===== config.mk =====
export PLATFORM = sky130hd
export DESIGN_NAME = counter_updown_param
export DESIGN_NICKNAME = d
export VERILOG_FILES = /design/src/rtl/counter_updown_param.sv
export SDC_FILE = /design/constraint.sdc
export NUM_CORES = 1
export LEC_CHECK = 0
export BUFFER_PORTS_ARGS = -buffer_cell sky130_fd_sc_hd__buf_2
export CAP_MARGIN = 10
export CORE_MARGIN = 5
export CORE_UTILIZATION = 30
export CTS_CLUSTER_DIAMETER = 30
export CTS_CLUSTER_SIZE = 24
export DETAILED_ROUTE_END_ITERATION = 10
export REMOVE_ABC_BUFFERS = 1
export SYNTH_ARGS = -nofsm -noshare
export SYNTH_HDL_FRONTEND = slang
export SYNTH_SLANG_ARGS = --single-unit

===== constraint.sdc =====
create_clock -name clk -period 6.9 [get_ports clk]
set_clock_uncertainty 0.15 [all_clocks]
set_input_delay 0.69 -clock clk [delete_from_list [all_inputs] [get_ports clk]]
set_output_delay 0.69 -clock clk [all_outputs]
set_load 0.1 [all_outputs]

===== src/rtl/counter_updown_param.sv =====
// Parametrised up/down counter with runtime limit, wrap/saturate boundary modes and a registered event pulse.
// Define COUNTER_UPDOWN_STICKY_OVF_EN to get a sticky ovf flag; otherwise ovf is tied to 0.
module counter_updown_param #(
  parameter int unsigned WIDTH     = 8,
  parameter int unsigned RESET_VAL = 0
) (
  input  logic             clk,
  input  logic             rst_n,
  input  logic             en,
  input  logic             clr,
  input  logic             load,
  input  logic [WIDTH-1:0] load_val,
  input  logic             up_down,
  input  logic             sat_mode,
  input  logic [WIDTH-1:0] limit,
  output logic [WIDTH-1:0] count,
  output logic             evt,
  output logic             ovf
);

  localparam logic [WIDTH-1:0] RST_COUNT = WIDTH'(RESET_VAL);

  logic [WIDTH-1:0] step_count;
  logic             at_bound;

  // Boundary test uses >= so out-of-range loaded values also hit the limit on an up step.
  always_comb begin
    step_count = count;
    at_bound   = 1'b0;
    if (up_down) begin
      if (count >= limit) begin
        at_bound   = 1'b1;
        step_count = sat_mode ? limit : '0;
      end else begin
        step_count = count + 1'b1;
      end
    end else begin
      if (count == '0) begin
        at_bound   = 1'b1;
        step_count = sat_mode ? '0 : limit;
      end else begin
        step_count = count - 1'b1;
      end
    end
  end

  always_ff @(posedge clk or negedge rst_n) begin
    if (!rst_n) begin
      count <= RST_COUNT;
      evt   <= 1'b0;
    end else if (clr) begin
      count <= '0;
      evt   <= 1'b0;
    end else if (load) begin
      count <= load_val;
      evt   <= 1'b0;
    end else if (en) begin
      count <= step_count;
      evt   <= at_bound;
    end else begin
      evt   <= 1'b0;
    end
  end

`ifdef COUNTER_UPDOWN_STICKY_OVF_EN
  always_ff @(posedge clk or negedge rst_n) begin
    if (!rst_n) begin
      ovf <= 1'b0;
    end else if (clr) begin
      ovf <= 1'b0;
    end else if (!load && en && at_bound) begin
      ovf <= 1'b1;
    end
  end
`else
  assign ovf = 1'b0;
`endif

endmodule


==> results of run 1 <==
synth_stat cells:
| master | count | area (um^2) |
|---|---|---|
| mux2i_1 | 2 | 20.0 |
| o22ai_1 | 1 | 6.26 |
| conb_1 | 1 | 3.75 |
| nor4_1 | 1 | 6.26 |
| nor3b_1 | 2 | 15.0 |
| nand2_1 | 13 | 48.8 |
| buf_6 | 1 | 11.3 |
| xnor2_1 | 1 | 8.76 |
| and3_1 | 3 | 18.8 |
| nor3_1 | 9 | 45.0 |
| o21a_1 | 3 | 22.5 |
| or4b_4 | 1 | 13.8 |
| o211ai_1 | 1 | 7.51 |
| a211oi_1 | 6 | 45.0 |
| buf_2 | 1 | 5.00 |
| ha_1 | 11 | 138 |
| o31ai_1 | 1 | 7.51 |
| or3_1 | 2 | 12.5 |
| o21ai_0 | 11 | 55.1 |
| a311oi_1 | 3 | 26.3 |
| clkbuf_1 | 10 | 37.5 |
| a21bo_2 | 1 | 10.0 |
| a31oi_1 | 4 | 25.0 |
| nor4b_1 | 1 | 8.76 |
| nand3_1 | 6 | 30.0 |
| o22a_1 | 3 | 26.3 |
| or4_1 | 1 | 7.51 |
| o21ai_1 | 1 | 5.00 |
| a21oi_1 | 16 | 80.1 |
| or2_2 | 1 | 6.26 |
| dfrtp_1 | 9 | 225 |
| xor2_1 | 6 | 52.6 |
| buf_4 | 1 | 7.51 |
| nor2_1 | 11 | 41.3 |
| inv_1 | 13 | 48.8 |
| and4_1 | 1 | 8.76 |
| nand4_1 | 2 | 12.5 |
| a22oi_1 | 2 | 15.0 |
| o41ai_1 | 1 | 8.76 |
| o311ai_0 | 2 | 17.5 |
| nor2b_1 | 2 | 12.5 |
| and2_1 | 1 | 6.26 |
| nand2b_1 | 2 | 12.5 |
through the flow:
stage | util | instance area [um^2] | power, mW | worst slack, ps
after CTS | 0.359 | 1420 | 0.253 | 4090
after global placement | 0.347 | 1380 | 0.188 | 3880
final | 0.359 | 1420 | 0.252 | 4080
after global routing | 0.359 | 1420 | 0.271 | 3850
after floorplan | - | 1160 | 0.153 | 3730
after detailed placement | 0.347 | 1380 | 0.188 | 3900
routing by layer:
layer  vias to the layer above  track usage
li1                        667            -
met3                         4       0.0383
met4                         0       0.0382
met5                         -            0
met2                        48        0.238
met1                       612        0.194
critical path: cells and delay by family, from the launching register on:
family	cells	cell delay (ps)
compound gates	4	1140
fa+ha+maj	1	290
buf+inv	1	150
flops	1	510
simple gates	2	490
flip-flops by register name, summed over array words and instances, names as in the netlist:
register  flops
evt           1
count         8
logic make-up after synthesis:
| logic type | count (synthesis) |
|---|---|
| simple gates | 59 |
| compound gates | 56 |
| buf+inv | 26 |
| fa+ha+maj | 11 |
| flops | 9 |
| xor+xnor | 7 |
| mux | 2 |
| other cells | 1 |
how the worst min path moves through the flow:
| stage | from | end | cells after the start | slack, ps |
|---|---|---|---|---|
| global placement | rst_n | count[6] | 1 | 410 |
| finish | rst_n | count[7] | 1 | 150 |
| detailed placement | rst_n | count[6] | 1 | 420 |
| CTS | rst_n | count[6] | 1 | 160 |
| global route | rst_n | count[6] | 1 | 170 |
| floorplan | rst_n | count[0] | 0 | 240 |
power breakdown:
part           switching [mW]  internal [mW]  total [mW]
sequential             0.0114         0.0566      0.0680
combinational          0.0819         0.0378       0.120
clock                  0.0236         0.0405      0.0641
total                   0.117          0.135       0.252
cell type report:
| type | instances | area [um^2] |
|---|---|---|
| Inverter | 13 | 48.8 |
| Timing Repair Buffer | 31 | 155 |
| Clock buffer | 4 | 45.0 |
| Fill cell | 445 | 2550 |
| Sequential cell | 9 | 225 |
| Multi-Input combinational cell | 136 | 887 |
| Tap cell | 50 | 62.6 |
==> metrics.md, run 1 <==
| Metric | Value |
|---|---|
| Global-route wire length before repair | `6220 um` |
| Routability cong. | `0.886` |
| Estimated wirelength of the detail-placed design | `2890 um` |
| Detailed-route vias per instance | `5.48` |
| Simple-gate share of the synthesized area | `0.251` |
| PwrDens | `177 nW/um^2` |
| Total negative setup slack | `0 ps` |
| Residual DRC | `0` |
| Critical path class | `reg -> reg` |
| Total of warnings raised by yosys | `0` |
| Maximum number of pins on one net before global-route repair | `25` |
| Clock tree from TritonCTS | `done` |
| Quantity of hold-fixing buffers added after cts | `0` |
| Detailed-router iteration count before antenna repair | `4` |
| Post-CTS resize count | `0` |
| Number of levels in the clock H-tree | `1` |
| 1st-iter DRT viols | `94` |
| Remaining max-slew budget at the tightest pin | `0.439` |
| Inserted Diodes | `0` |
| Post-synthesis compound-gate area fraction | `0.293` |
| Non-filler cells, final | `243` |
| Total via count in the routed design | `1331` |
| R2R Path Start | `count[0]` |
| Setup repair bufs after CTS | `0` |
| Unrepaired setup endpoints after global routing | `false` |
| Leak Pwr | `0.660 nW` |
| Initial Util | `0.308` |
| Fraction of synthesized cell area in xor and xnor cells | `0.0502` |
| Data required time at the worst endpoint | `6900 ps` |
| CTS sink count | `9` |
| Worst setup SP type | `flop` |
| Adder-cell share of the synthesized area | `0.113` |
| Most common cell after layout, fill and taps aside | `buf_2` |
| Fraction of synthesized area in multiplexers | `0.0164` |
| Sequential element share of the synthesized area | `0.184` |
| # port buffers | `31` |
| Fin crit period | `2820 ps` |
| Number of global-route vias before repair | `1272` |
| Clk slew on worst S/H paths | `50 ps` |
| Overall routing resource usage | `0.148` |
| FF-to-FF path depth | `8` |
| Antenna violations before repair | `0` |
| Critical R2R Capture | `count[5]` |
| Later-pin clock latency in the skew report | `240 ps` |
| Top achievable clock speed | `354 MHz` |
| Flop and latch count out of synthesis | `9` |
| Worst setup path start | `count[0]` |
| Met2 wirelength from detailed routing | `1790 um` |
| Clock root buffer | `clkbuf_8` |
| IO Pins | `33` |
| Setup slack of the worst register-to-register path | `4080 ps` |
| Tightest Pin Transition | `835 ps` |
| Distinct cells, synth | `43` |
| Maximum fanout encountered on the critical timing path | `10` |
| Cell row count | `23` |
| Final worst path period share | `0.409` |
| Crit path top cell by count | `a311oi_1` |
| Worst vdd rail ir drop | `0.0921 mV` |
| Endpoint arrival time on the critical path | `2820 ps` |
| Die width | `73.8 um` |
| Area of the die | `5450 um^2` |
| Average footprint of a synthesized cell | `7.15 um^2` |
| Core area | `3970 um^2` |
| Number of max-capacitance violations reported | `0` |
| Final Max Tran Viols | `0` |
| Type of the worst min-delay path | `in -> async` |
| Main combinational cell family by area after synthesis | `compound AO/OA/AOI/OAI gates` |
| Most used cells in the layout excluding fill and tap cells | `buf_2, a21oi_1, inv_1, nand2_1` |
| Layout Nets | `228` |
| Clock buffer count from CTS | `3` |
| Global route total overflow | `0` |
| Type of element capturing the critical path | `flop` |
| Relative area change from synthesis to final layout | `16.5%` |
| Setup violation total in the final timing report | `0` |
| Result of the run | `finished clean` |
| Met3 wire len | `255 um` |
| Die outline height | `73.8 um` |
| Fraction of final layout cells with drive strength greater than 1 | `0.192` |
| Final hold slack | `152 ps` |
| Endpoints failing hold | `0` |
| Top routing layer used | `met4` |
| Area of the mapped netlist | `1220 um^2` |
| Final Routed Wirelength | `3730 um` |
| Placed Cells | `239` |
| Maximum single-stage delay on the critical path | `720 ps` |
| Average wire per cell in the routed design | `15.3 um` |
| Cells after synthesis | `171` |
| Timing endpoint of the critical path | `count[5]` |
| Antenna Violating Nets Remaining | `0` |
| CTS Buffer Depth | `2` |
| Critical path's slowest cell | `a311oi_1` |
| Post-route met1 wirelength | `1640 um` |
| Crit-path cells | `inv_1 -> ha_1 -> and3_1 -> o21ai_0 -> a311oi_1 -> or2_2 -> a311oi_1 -> a211oi_1` |
No activity file was read; power rests on OpenSTA's default activity.
==> run 2: changes to the inputs <==
- clock period: 6.9 -> 2.4 ns (I/O delays scaled with it)
==> run 2 against run 1 <==
Setup slack lost 4100 ps. Highest routed layer unchanged. First-iteration DRC count shrank 23%. Clock power grew to 2.8 times the previous value. Largest cell class unchanged. Critical path depth is the same. Die area is the same. Clock-buffer cell count is the same. Sequential power grew to 2.6 times the previous value. Non-clock buffer count grew 16. Cell count grew 6.6%. Hold slack lost 84 ps. Maximum frequency grew 18%. Via count grew 2.3%.
==> metrics.md, run 2 (same netlist as run 1, synthesis figures left out) <==
| Metric | Value |
|---|---|
| Result of the run | `finished clean` |
| Clock buffer count from CTS | `3` |
| Total negative setup slack | `0 ps` |
| Post-Place Setup Slack | `-79.9 ps` |
| R2R Path Start | `count[0]` |
| Worst setup path start | `count[0]` |
| Core area | `3970 um^2` |
| Average wire per cell in the routed design | `14.8 um` |
| Final Max Tran Viols | `0` |
| Worst setup SP type | `flop` |
| Total via count in the routed design | `1361` |
| Met3 wire len | `177 um` |
| Antenna violations before repair | `0` |
| Final worst path period share | `0.999` |
| Initial Util | `0.308` |
| Detailed-route vias per instance | `5.25` |
| Top achievable clock speed | `417 MHz` |
| Area of the die | `5450 um^2` |
| CTS Buffer Depth | `2` |
| Fin crit period | `2400 ps` |
| Critical R2R Capture | `count[3]` |
| PnR worst setup slack | `3.38 ps` |
| Worst Min Path Start | `load_val[0]` |
| Number of levels in the clock H-tree | `1` |
| Top routing layer used | `met4` |
| 1st-iter DRT viols | `72` |
| Layout Nets | `244` |
| Die outline height | `73.8 um` |
| Clk slew on worst S/H paths | `50 ps` |
| # port buffers | `31` |
| Fraction of final layout cells with drive strength greater than 1 | `0.297` |
| Critical path class | `reg -> reg` |
| CTS sink count | `9` |
| Type of the worst min-delay path | `in -> reg` |
| Worst vdd rail ir drop | `0.240 mV` |
| Timing endpoint of the critical path | `count[3]` |
| Post-route met1 wirelength | `1790 um` |
| PwrDens | `484 nW/um^2` |
| Setup slack of the worst register-to-register path | `3 ps` |
| Residual DRC | `0` |
| Final Routed Wirelength | `3840 um` |
| Cell row count | `23` |
| Global-route wire length before repair | `6490 um` |
| Flip-flop count of the largest register after layout | `8` |
| Inserted Diodes | `0` |
| Global route total overflow | `0` |
| Later-pin clock latency in the skew report | `230 ps` |
| Antenna Violating Nets Remaining | `0` |
| Placement-stage cell area | `1490 um^2` |
| Number of max-capacitance violations reported | `0` |
| Setup repair bufs after CTS | `0` |
| Unrepaired setup endpoints after global routing | `true` |
| Largest regs | `count (8), evt (1)` |
| Setup violation total in the final timing report | `0` |
| Final Util | `0.402` |
| IO Pins | `33` |
| Routability cong. | `0.834` |
| Estimated wirelength of the detail-placed design | `3070 um` |
| Most common cell after layout, fill and taps aside | `buf_2` |
| Most used cells in the layout excluding fill and tap cells | `buf_2, a21oi_1, buf_4, nand2_1, inv_1` |
| Maximum fanout encountered on the critical timing path | `2` |
| Finished Cell Area | `1600 um^2` |
| Register with the most flip-flops | `count` |
| Leak Pwr | `0.747 nW` |
| Met2 wirelength from detailed routing | `1860 um` |
| Maximum number of pins on one net before global-route repair | `25` |
| Relative area change from synthesis to final layout | `30.6%` |
| FF-to-FF path depth | `8` |
| Clock tree from TritonCTS | `done` |
| Type of element capturing the critical path | `flop` |
| Clock root buffer | `clkbuf_8` |
| Die width | `73.8 um` |
| Number of global-route vias before repair | `1368` |
| Data required time at the worst endpoint | `2410 ps` |
| Endpoint arrival time on the critical path | `2400 ps` |
| Endpoints failing hold | `0` |
| Detailed-router iteration count before antenna repair | `4` |
| Overall routing resource usage | `0.151` |
| Final total power | `773 uW` |
run 2: worst max-delay path, stage by stage, from the launching register on:
cell	delay, ps
dfrtp_1	380
inv_2	80
ha_4	130
or4b_4	460
or4_4	420
a211oi_2	190
nor4_1	70
or3_1	310
a31oi_1	140
run 2: repair_timing:
| item | 4_1_cts | 5_1_grt |
|---|---|---|
| hold buffers | 1 | 0 |
| endpoints found under the hold margin | 9 | 0 |
| gates resized for setup | 6 | 7 |
| pin swaps | 1 | 0 |
| endpoints found under the setup margin | 1 | 8 |
run 2: metal layers:
| metal | vias up | track usage |
|---|---|---|
| met5 | - | 0 |
| met4 | 0 | 0.0221 |
| met3 | 2 | 0.0328 |
| met2 | 30 | 0.258 |
| met1 | 625 | 0.198 |
| li1 | 704 | - |
run 2: stage by stage:
stage | cells | hold slack, ps
4_1_cts | 259 | 61.6
6_report | 259 | 68.5
3_3_place_gp | 254 | -42.5
5_1_grt | 259 | 93.2
2_1_floorplan | 158 | -206
3_5_place_dp | 254 | -37.9
run 2: layout make-up:
cell class | instances | area [um^2]
flip-flops and latches | 9 | 225
multi-input cells | 136 | 937
well taps | 50 | 62.6
fillers | 432 | 2370
inverters | 13 | 48.8
repair buffers | 47 | 278
clock buffers | 4 | 45.0
run 2: worst min-delay path by stage:
stage,end,cells after the start,slack (ps)
finish,count[0],3,70
global route,count[1],3,90
CTS,count[0],3,60
detailed placement,evt,1,-40
global placement,count[6],1,-40
floorplan,count[0],0,-210
run 2: where the power goes:
group          total (mW)  switching (mW)  internal [mW]
registers           0.174          0.0106          0.163
clock network       0.177          0.0612          0.116
logic               0.422           0.274          0.148
total               0.773           0.346          0.427
==> run 3: changes to the inputs <==
- CORE_UTILIZATION: 30 -> 40
- PLACE_DENSITY: unset -> 0.66
==> run 3 against run 2 <==
Maximum frequency down 2.6%. Clock-buffer cell count unchanged. Largest power group unchanged. Core utilization up 11 points. Cell area decreased by 3.4%. The run now ends with setup timing left. Register-to-register slack worse by 60 ps. Global-route usage grew 3.5 points. Highest routed layer unchanged. Critical path depth is the same. Sequential cell count did not move. Combinational power about the same. Hold slack worse by 24 ps. Setup slack worse by 63 ps.
==> metrics.md, run 3 (same netlist as run 1, synthesis figures left out) <==
| Metric | Value |
|---|---|
| Routability cong. | `0.897` |
| Worst vdd rail ir drop | `0.342 mV` |
| Largest regs | `count (8), evt (1)` |
| Initial Util | `0.407` |
| Number of global-route vias before repair | `1312` |
| Layout Nets | `243` |
| Estimated wirelength of the detail-placed design | `2980 um` |
| Maximum single-stage delay on the critical path | `460 ps` |
| Type of the worst min-delay path | `in -> reg` |
| Placed Cells | `236` |
| Final Routed Wirelength | `3860 um` |
| Footprint of the multi-input gates | `930 um^2` |
| Category of cells accounting for the largest share of critical-path delay | `simple AND/OR/NAND/NOR gates` |
| Global route total overflow | `0` |
| Worst setup SP type | `flop` |
| Antenna violations before repair | `0` |
| Crit-path cells | `inv_2 -> ha_1 -> or4b_4 -> or4_4 -> a211oi_2 -> nor4_2 -> or3_1 -> a31oi_1` |
| Number of max-capacitance violations reported | `0` |
| Met3 track demand over resource | `0.0496` |
| Clock root buffer | `clkbuf_4` |
| Net switching power | `339 uW` |
| Endpoints failing hold | `0` |
| FF-to-FF path depth | `8` |
| Setup slack of the worst register-to-register path | `-60 ps` |
| Clk slew on worst S/H paths | `60 ps` |
| Setup repair bufs after CTS | `0` |
| Detailed-router iteration count before antenna repair | `4` |
| Leak Pwr | `0.732 nW` |
| Antenna Violating Nets Remaining | `0` |
| Filler Cell Count | `317` |
| Final total power | `710 uW` |
| Fraction of final layout cells with drive strength greater than 1 | `0.288` |
| WP buf/inv | `1` |
| Final Max Tran Viols | `0` |
| Clock buffer count from CTS | `3` |
| Data required time at the worst endpoint | `2430 ps` |
| CTS Buffer Depth | `2` |
| Most used cells in the layout excluding fill and tap cells | `buf_2, a21oi_1, buf_4, nand2_1` |
| Violations in the final reports | `setup timing` |
| Most common cell after layout, fill and taps aside | `buf_2` |
| Worst Min Path Start | `load_val[0]` |
| Global-route wire length before repair | `6240 um` |
| Relative area change from synthesis to final layout | `26.1%` |
| Detailed-route vias per instance | `5.88` |
| Average wire per cell in the routed design | `16.0 um` |
| CTS sink count | `9` |
| Hold worst-path end | `count[0]` |
| Clock share of power | `0.162` |
| Top achievable clock speed | `407 MHz` |
| Area of the die | `4260 um^2` |
| Net Sw Frac | `0.477` |
| Fin crit period | `2460 ps` |
| Internal | `371 uW` |
| Unrepaired setup endpoints after global routing | `true` |
| Part of the power in combinational logic | `0.592` |
| Setup violation total in the final timing report | `1` |
| PwrDens | `461 nW/um^2` |
| Total via count in the routed design | `1418` |
| FF/Latch Area | `225 um^2` |
| Endpoint arrival time on the critical path | `2490 ps` |
| Critical path class | `reg -> reg` |
| Critical R2R Capture | `count[3]` |
| Cell depth of the worst min-delay path | `3` |
| Overall routing resource usage | `0.186` |
| Inserted Diodes | `0` |
| Residual DRC | `0` |
| Result of the run | `complete, but fails checks` |
| Clock tree from TritonCTS | `done` |
| Later-pin clock latency in the skew report | `250 ps` |
| 1st-iter DRT viols | `70` |
| R2R Path Start | `count[0]` |
| Non-filler cells, final | `241` |
| Die outline height | `65.3 um` |
| Met2 Use GR | `0.315` |
| Number of levels in the clock H-tree | `1` |
| Critical path's slowest cell | `or4b_4` |
| Global routing's busiest layer | `met2` |
| # port buffers | `31` |
| Type of element capturing the critical path | `flop` |
| Core area | `3000 um^2` |
| Maximum number of pins on one net before global-route repair | `25` |
| Die width | `65.3 um` |
| IO Pins | `33` |
| PnR worst setup slack | `-59.9 ps` |
| Final worst path period share | `1.02` |
| Maximum fanout encountered on the critical timing path | `2` |
| Reg power frac | `0.246` |
| Cell row count | `20` |
| Met1 Use GR | `0.244` |
| Register with the most flip-flops | `count` |
| Flip-flop count of the largest register after layout | `8` |
[run 3: changes by cell type in the layout (fill, tap and decap cells not counted), sizes merged]
cell	change
buf	-1
[run 3: cell type report]
| cell class | instances | share of cell area |
|---|---|---|
| Sequential cell | 9 | 0.146 |
| Multi-Input combinational cell | 136 | 0.603 |
| Clock buffer | 4 | 0.0170 |
| Inverter | 13 | 0.0317 |
| Timing Repair Buffer | 46 | 0.175 |
| Tap cell | 33 | 0.0268 |
[run 3: through the flow]
stage	TNS (ps)	utilization	cell area, um^2	worst slack (ps)	hold WS [ps]
floorplan	-6360	-	1160	-766	-206
global placement	0	0.487	1460	27.5	-51.7
detailed placement	-63.0	0.487	1460	-63.0	-50.0
CTS	0	0.502	1510	3.58	49.9
global route	-138	0.513	1540	-138	46.7
finish	-59.9	0.513	1540	-59.9	44.1
[run 3: worst register-to-register path: stages, from the launching register on]
cell and delay (ps):
dfrtp_1 400, inv_2 60, ha_1 130, or4b_4 460
or4_4 430, a211oi_2 240, nor4_2 80, or3_1 310
a31oi_1 130
[run 3: per-layer routing]
metal	routed length [um]	part of all wire
met5	0	0
met4	16	0.0041
met3	347	0.090
met2	1920	0.50
met1	1580	0.41
[run 3: worst max-delay path by stage]
stage | start | to | slack (ps) | cells after the start
2_1_floorplan | count[0] | count[2] | -770 | 8
3_5_place_dp | count[0] | count[3] | -60 | 8
3_3_place_gp | count[0] | count[3] | 30 | 8
5_1_grt | count[0] | count[3] | -140 | 8
4_1_cts | count[0] | count[3] | 4 | 8
6_report | count[0] | count[3] | -60 | 8
[run 3: repair_timing]
action                                  CTS  global route
pin swaps                                 1             2
resized for setup                         4             8
hold buffers                              1             0
hold endpoints to repair                  9             0
endpoints found under the setup margin    2             8
[run 3: power groups by stage]
stage	registers [mW]	logic [mW]	clock network, mW
3_5_place_dp	0.176	0.397	0
6_report	0.175	0.420	0.115
5_1_grt	0.175	0.453	0.132
4_1_cts	0.174	0.404	0.117
3_3_place_gp	0.176	0.390	0
2_1_floorplan	0.268	0.172	0
